### src/rtl/posit_encoder.sv
// Posit encoder: packs (scale, mantissa) into an N-bit posit, regime emitted serially.
// Define POSIT_ENC_RNE_EN for round-to-nearest-even; otherwise the body is truncated.
module posit_encoder #(
  parameter int N       = 32,
  parameter int ES      = 3,
  parameter int SCALE_W = 10
) (
  input  logic               clk,
  input  logic               reset,
  input  logic               start,
  input  logic               sign_in,
  input  logic               zero_in,
  input  logic               nar_in,
  input  logic [SCALE_W-1:0] scale_in,
  input  logic [63:0]        mant_in,
  output logic [N-1:0]       posit_out,
  output logic               busy,
  output logic               done
);

  localparam int BW = ES + 62;
  localparam int CW = $clog2(N) + 1;
  localparam logic signed [SCALE_W-1:0] KLIM = SCALE_W'(N - 2);
  localparam logic [N-1:0] MAXPOS = {1'b0, {(N-1){1'b1}}};
  localparam logic [N-1:0] MINPOS = N'(1);
  localparam logic [N-1:0] NAR    = {1'b1, {(N-1){1'b0}}};

  typedef enum logic [2:0] {
    IDLE, SETUP, REGIME, ROUND, DONE
  } state_t;

  state_t state_q, state_d;

  logic                      sign_q, zero_q, nar_q;
  logic signed [SCALE_W-1:0] scale_q;
  logic [61:0]               frac_q;
  logic [BW-1:0]             b_q;
  logic [CW-1:0]             rlen_q, cnt_q;
  logic                      neg_q;

  logic signed [SCALE_W-1:0] k, kneg;
  logic                      clamp_hi, clamp_lo, special;
  logic [N-1:0]              spec_mag, spec_res;
  logic [CW-1:0]             rlen_d;
  logic                      last, ins;

  logic [N-2:0]              body, body_r;
  logic                      guard;
  logic [BW-N-1:0]           rest;
  logic [N-1:0]              mag, posit_d;

  logic                      unused_in;
  assign unused_in = ^mant_in[63:62];

  assign k        = scale_q >>> ES;
  assign kneg     = -k;
  assign clamp_hi = !k[SCALE_W-1] && (k >= KLIM);
  assign clamp_lo = k[SCALE_W-1] && (kneg >= KLIM);
  assign special  = nar_q | zero_q | clamp_hi | clamp_lo;
  assign spec_mag = clamp_hi ? MAXPOS : MINPOS;

  always_comb begin
    spec_res = sign_q ? -spec_mag : spec_mag;
    if (zero_q) spec_res = '0;
    if (nar_q)  spec_res = NAR;
  end

  assign rlen_d = k[SCALE_W-1] ? CW'(kneg) + CW'(1)
                               : CW'(k) + CW'(2);
  assign last   = (cnt_q == rlen_q - CW'(1));
  // terminator goes in first so it lands below the run
  assign ins    = (cnt_q == '0) ? neg_q : ~neg_q;

  assign body  = b_q[BW-1 -: N-1];
  assign guard = b_q[BW-N];
  assign rest  = b_q[BW-N-1:0];

`ifdef POSIT_ENC_RNE_EN
  logic sticky_q;
  logic st_all, rnd;
  assign st_all = sticky_q | (|rest);
  assign rnd    = guard & (st_all | body[0]) & ~(&body);
  assign body_r = body + {{(N-2){1'b0}}, rnd};
`else
  logic unused_low;
  assign unused_low = ^{guard, rest};
  assign body_r     = body;
`endif

  assign mag     = {1'b0, body_r};
  assign posit_d = sign_q ? -mag : mag;

  assign busy = (state_q != IDLE);
  assign done = (state_q == DONE);

  always_ff @(posedge clk) begin
    if (reset) state_q <= IDLE;
    else       state_q <= state_d;
  end

  always_comb begin
    state_d = state_q;
    unique case (state_q)
      IDLE:    if (start) state_d = SETUP;
      SETUP:   state_d = special ? DONE : REGIME;
      REGIME:  if (last) state_d = ROUND;
      ROUND:   state_d = DONE;
      DONE:    state_d = IDLE;
      default: state_d = IDLE;
    endcase
  end

  always_ff @(posedge clk) begin
    if (reset) begin
      sign_q    <= 1'b0;
      zero_q    <= 1'b0;
      nar_q     <= 1'b0;
      scale_q   <= '0;
      frac_q    <= '0;
      b_q       <= '0;
      rlen_q    <= '0;
      cnt_q     <= '0;
      neg_q     <= 1'b0;
      posit_out <= '0;
`ifdef POSIT_ENC_RNE_EN
      sticky_q  <= 1'b0;
`endif
    end else begin
      unique case (state_q)
        IDLE: if (start) begin
          sign_q  <= sign_in;
          zero_q  <= zero_in;
          nar_q   <= nar_in;
          scale_q <= scale_in;
          frac_q  <= mant_in[61:0];
        end
        SETUP: begin
          b_q    <= {scale_q[ES-1:0], frac_q};
          rlen_q <= rlen_d;
          neg_q  <= k[SCALE_W-1];
          cnt_q  <= '0;
`ifdef POSIT_ENC_RNE_EN
          sticky_q <= 1'b0;
`endif
          if (special) posit_out <= spec_res;
        end
        REGIME: begin
          b_q   <= {ins, b_q[BW-1:1]};
          cnt_q <= cnt_q + CW'(1);
`ifdef POSIT_ENC_RNE_EN
          sticky_q <= sticky_q | b_q[0];
`endif
        end
        ROUND:   posit_out <= posit_d;
        default: ;
      endcase
    end
  end

endmodule

### config.mk
export PLATFORM = sky130hd
export DESIGN_NAME = posit_encoder
export DESIGN_NICKNAME = d
export VERILOG_FILES = /design/src/rtl/posit_encoder.sv
export SDC_FILE = /design/constraint.sdc
export NUM_CORES = 1
export LEC_CHECK = 0
export CAP_MARGIN = 20
export CORE_UTILIZATION = 48
export CTS_BUF_LIST = sky130_fd_sc_hd__clkbuf_8
export DETAILED_ROUTE_END_ITERATION = 7
export HOLD_SLACK_MARGIN = 0.12
export PLACE_DENSITY = 0.84
export SYNTH_ARGS = -nofsm -noshare
export SYNTH_HDL_FRONTEND = slang
export SYNTH_SLANG_ARGS = --single-unit
export TNS_END_PERCENT = 5
### constraint.sdc
create_clock -name clk -period 1.99 [get_ports clk]
set_input_delay 0.398 -clock clk [delete_from_list [all_inputs] [get_ports clk]]
set_output_delay 0.398 -clock clk [all_outputs]
set_load 0.01 [all_outputs]
==> impl_metrics.json <==
{
  "run_status": "complete, but fails checks",
  "failing_checks": "DRC, setup timing",
  "initial_drt_pass_iterations": 8,
  "postLayoutCoreUtil": 0.6618,
  "synth_nets": 817,
  "cts.sink_count": 120,
  "p_int_w": 0.004365,
  "predominant_post_synthesis_flop_cell": "sky130_fd_sc_hd__dfxtp_1",
  "drive_above_1_share": 0.1732,
  "post_synth.cell_area_avg_um2": 7.949,
  "hpwl_um": 10080,
  "initial_antenna_violation_count": 0,
  "critPathArrivalTime_ns": 2.40,
  "ctsHtreeMaxLevel": 4,
  "timing.critical_path.from_type": "register",
  "combinationalPowerShare": 0.236,
  "timing_worst_setup_path_type": "register to register",
  "cp_endpoint_kind": "register",
  "clkLatencyLatePin_ns": 0.43,
  "antennaDiodeCount": 0,
  "share_clk_of_total_power": 0.328,
  "final_hold_violating_endpoints": 0,
  "layout_common_cells": "sky130_fd_sc_hd__nand2_1, sky130_fd_sc_hd__dfxtp_1, sky130_fd_sc_hd__a21oi_1, sky130_fd_sc_hd__clkdlybuf4s50_1, sky130_fd_sc_hd__buf_4",
  "first_global_vias": 4997,
  "worst_slew_margin_rel": 0.6636,
  "final_net_count": 919,
  "synthToLayoutAreaGrowth_pct": 32.26,
  "cap_viol_max_count": 0,
  "final.min_clock_period_ns": 2.062,
  "finalCritPeriodShare": 1.036,
  "wl_um": 15420,
  "pwr-share-seq": 0.436,
  "max_slew_violation_count": 0,
  "global_route_wire_length_before_repair_um": 24210,
  "worstPathBufferInverterCount": 1,
  "floorplan.initialDensity": 0.5004,
  "max_clock_freq_mhz": 484.9,
  "r2r_cells": 7,
  "routabilityCongestion": 0.8721,
  "tns_ns": -1.058,
  "ys_top_cells_by_area": "sky130_fd_sc_hd__dfxtp_1, sky130_fd_sc_hd__nand2_1, sky130_fd_sc_hd__a21oi_1, sky130_fd_sc_hd__xnor2_1, sky130_fd_sc_hd__a211oi_1",
  "synth.cell_area_um2": 5787,
  "static-leakage-power_nw": 2.804,
  "ir_worst_vdd_v": 0.0004805,
  "hp-class": "input pin to register",
  "clock_tree.root_cell": "sky130_fd_sc_hd__clkbuf_8",
  "port_buffers": 77,
  "fp.dieW_um": 111.8,
  "synthesis.instances": 728,
  "area_share_of_the_leading_cell_type_in_the_synthesized_netlist": 0.4151,
  "top_level_ports": 114,
  "setup_viol": 29,
  "overflow": 0,
  "via_per_inst": 5.720,
  "fp.dieArea_um2": 12500,
  "cts_buffer_depth": 2,
  "skew_ns": 0.01463,
  "synth_edf_count": 0,
  "netSwitchingFraction": 0.2969,
  "dieHeight_um": 111.8,
  "netlist-cell-type-count": 49,
  "critical_path_required_ns": 2.32,
  "critical_path_cell_count": 7,
  "core-area_um2": 11560,
  "worst_slack_ns": -0.07242,
  "cp_top_family": "compound AO/OA/AOI/OAI gates",
  "tightestPinTransition_ns": 0.4918,
  "grtUsageTotal": 0.2395,
  "cts_inserted_buffers": 17,
  "synth_warnings": 0,
  "clk_transition_reported_paths_ns": 0.07,
  "cp_max_fo": 8,
  "tritoncts": "yes",
  "drt_first_iter_violations": 475,
  "most_common_library_cell_in_the_layout_ignoring_fill_and_taps": "sky130_fd_sc_hd__nand2_1",
  "detail-route-antenna-nets": 0,
  "p_sw_w": 0.001843,
  "placementRows": 39,
  "synth.largest_area_cell": "sky130_fd_sc_hd__dfxtp_1",
  "timing.critical_path.cells": "nor4_4 -> buf_4 -> nand4b_2 -> o41ai_2 -> xnor2_1 -> nand2_1 -> a211oi_1",
  "grt_setup_unrepaired": "true",
  "synth_seq_area_share": 0.4151,
  "dr_total_vias": 5640,
  "detail_route.wl_per_cell_um": 15.64,
  "hold_path_depth": 3,
  "drt_drc_violations_left": 4,
  "async_sr_flop_fraction": 0,
  "cpPeakStageDelay_ns": 0.44,
  "dp_slack_ns": -0.1100,
  "critPathSlowestCell": "sky130_fd_sc_hd__o41ai_2",
  "power_density_nw_per_um2": 811.1,
  "synth_seq_cells": 120,
  "pin_count_of_the_biggest_net_entering_global_routing": 72
}
final cells by class:
cell class	instances	area (um2)
fill	897	3911
multi-input combinational	537	3282
sequential	120	2409
timing repair buffer	142	1371
clock buffer	18	247.7
tap	143	178.9
clock inverter	14	120.1
inverter	12	45.04
timing repair:
action,CTS,global route
hold endpoints to repair,0,0
buffers inserted,0,1
setup endpoints to repair,34,34
resized for setup,6,35
pin swaps,0,6
gates cloned,0,1
hold buffers,0,0
per-stage QoR:
stage	hold WS (ns)	instances	total power [W]	cell area (um2)
floorplan	0.4368	728	0.003536	5834
global placement	0.4448	952	0.004070	7077
detailed placement	0.4489	952	0.004108	7077
CTS	0.4194	984	0.006123	7447
global route	0.4476	986	0.006488	7654
finish	0.4422	986	0.006208	7654
worst reg2reg max path: stages (launching register included):
cell and delay [ns]:
sky130_fd_sc_hd__dfxtp_1 0.34, sky130_fd_sc_hd__nor4_4 0.26, sky130_fd_sc_hd__buf_4 0.17, sky130_fd_sc_hd__nand4b_2 0.27
sky130_fd_sc_hd__o41ai_2 0.44, sky130_fd_sc_hd__xnor2_1 0.19, sky130_fd_sc_hd__nand2_1 0.08, sky130_fd_sc_hd__a211oi_1 0.23
cells in the mapped netlist, types with 5 or more instances:
cell / number
sky130_fd_sc_hd__a211oi_1: 36
sky130_fd_sc_hd__nand3_1: 6
sky130_fd_sc_hd__nand2_1: 161
sky130_fd_sc_hd__nand2b_1: 5
sky130_fd_sc_hd__nor3_1: 5
sky130_fd_sc_hd__or3_1: 5
sky130_fd_sc_hd__a22oi_1: 32
sky130_fd_sc_hd__dfxtp_1: 120
sky130_fd_sc_hd__inv_1: 12
sky130_fd_sc_hd__nor4_1: 7
sky130_fd_sc_hd__clkbuf_1: 36
sky130_fd_sc_hd__o41ai_1: 5
sky130_fd_sc_hd__buf_2: 13
sky130_fd_sc_hd__xnor2_1: 38
sky130_fd_sc_hd__a21oi_1: 97
sky130_fd_sc_hd__o31ai_1: 7
sky130_fd_sc_hd__o21ai_0: 18
sky130_fd_sc_hd__xor2_1: 6
sky130_fd_sc_hd__ha_1: 9
sky130_fd_sc_hd__nor2_1: 53
power groups by stage:
stage | logic, W | registers, W | clock network, W
floorplan | 0.000795 | 0.00274 | 0
global placement | 0.00133 | 0.00274 | 0
detailed placement | 0.00136 | 0.00275 | 0
CTS | 0.00136 | 0.00270 | 0.00206
global route | 0.00159 | 0.00272 | 0.00217
finish | 0.00146 | 0.00271 | 0.00204
per-layer routing:
| layer | vias up | share of wire | GRT usage |
|---|---|---|---|
| met3 | 34 | 0.067 | 0.04355 |
| met2 | 238 | 0.46 | 0.3698 |
| met1 | 2633 | 0.45 | 0.3283 |
| li1 | 2735 | - | - |
| met5 | - | 0 | 0 |
| met4 | 0 | 0.025 | 0.1009 |
sequential cells by signal, indices dropped and copies added (netlist names):
signal     cells
nar_q          1
state_q        3
b_q           31
neg_q          1
zero_q         1
posit_out     32
cnt_q          6
sign_q         1
rlen_q         6
frac_q        28
scale_q       10
worst paths after layout:
| check | from | endpoint | slack, ns |
|---|---|---|---|
| max | b_q[40] | posit_out[25] | -0.07 |
| min reg2reg | frac_q[42] | frac_q[42] | 0.45 |
| max reg2reg | b_q[40] | posit_out[25] | -0.07 |
| min | reset | posit_out[28] | 0.44 |
cells by family (layout without fill, tap and decap cells):
logic type / count (synthesis) / in the layout / synth area share
simple gates: 272 / 272 / 0.2104
compound gates: 210 / 210 / 0.2305
flops: 120 / 120 / 0.4151
buf+inv: 71 / 186 / 0.05448
xor+xnor: 44 / 44 / 0.06659
fa+ha+maj: 9 / 9 / 0.01946
mux: 2 / 2 / 0.003460
(Power assumes the default switching activity.)
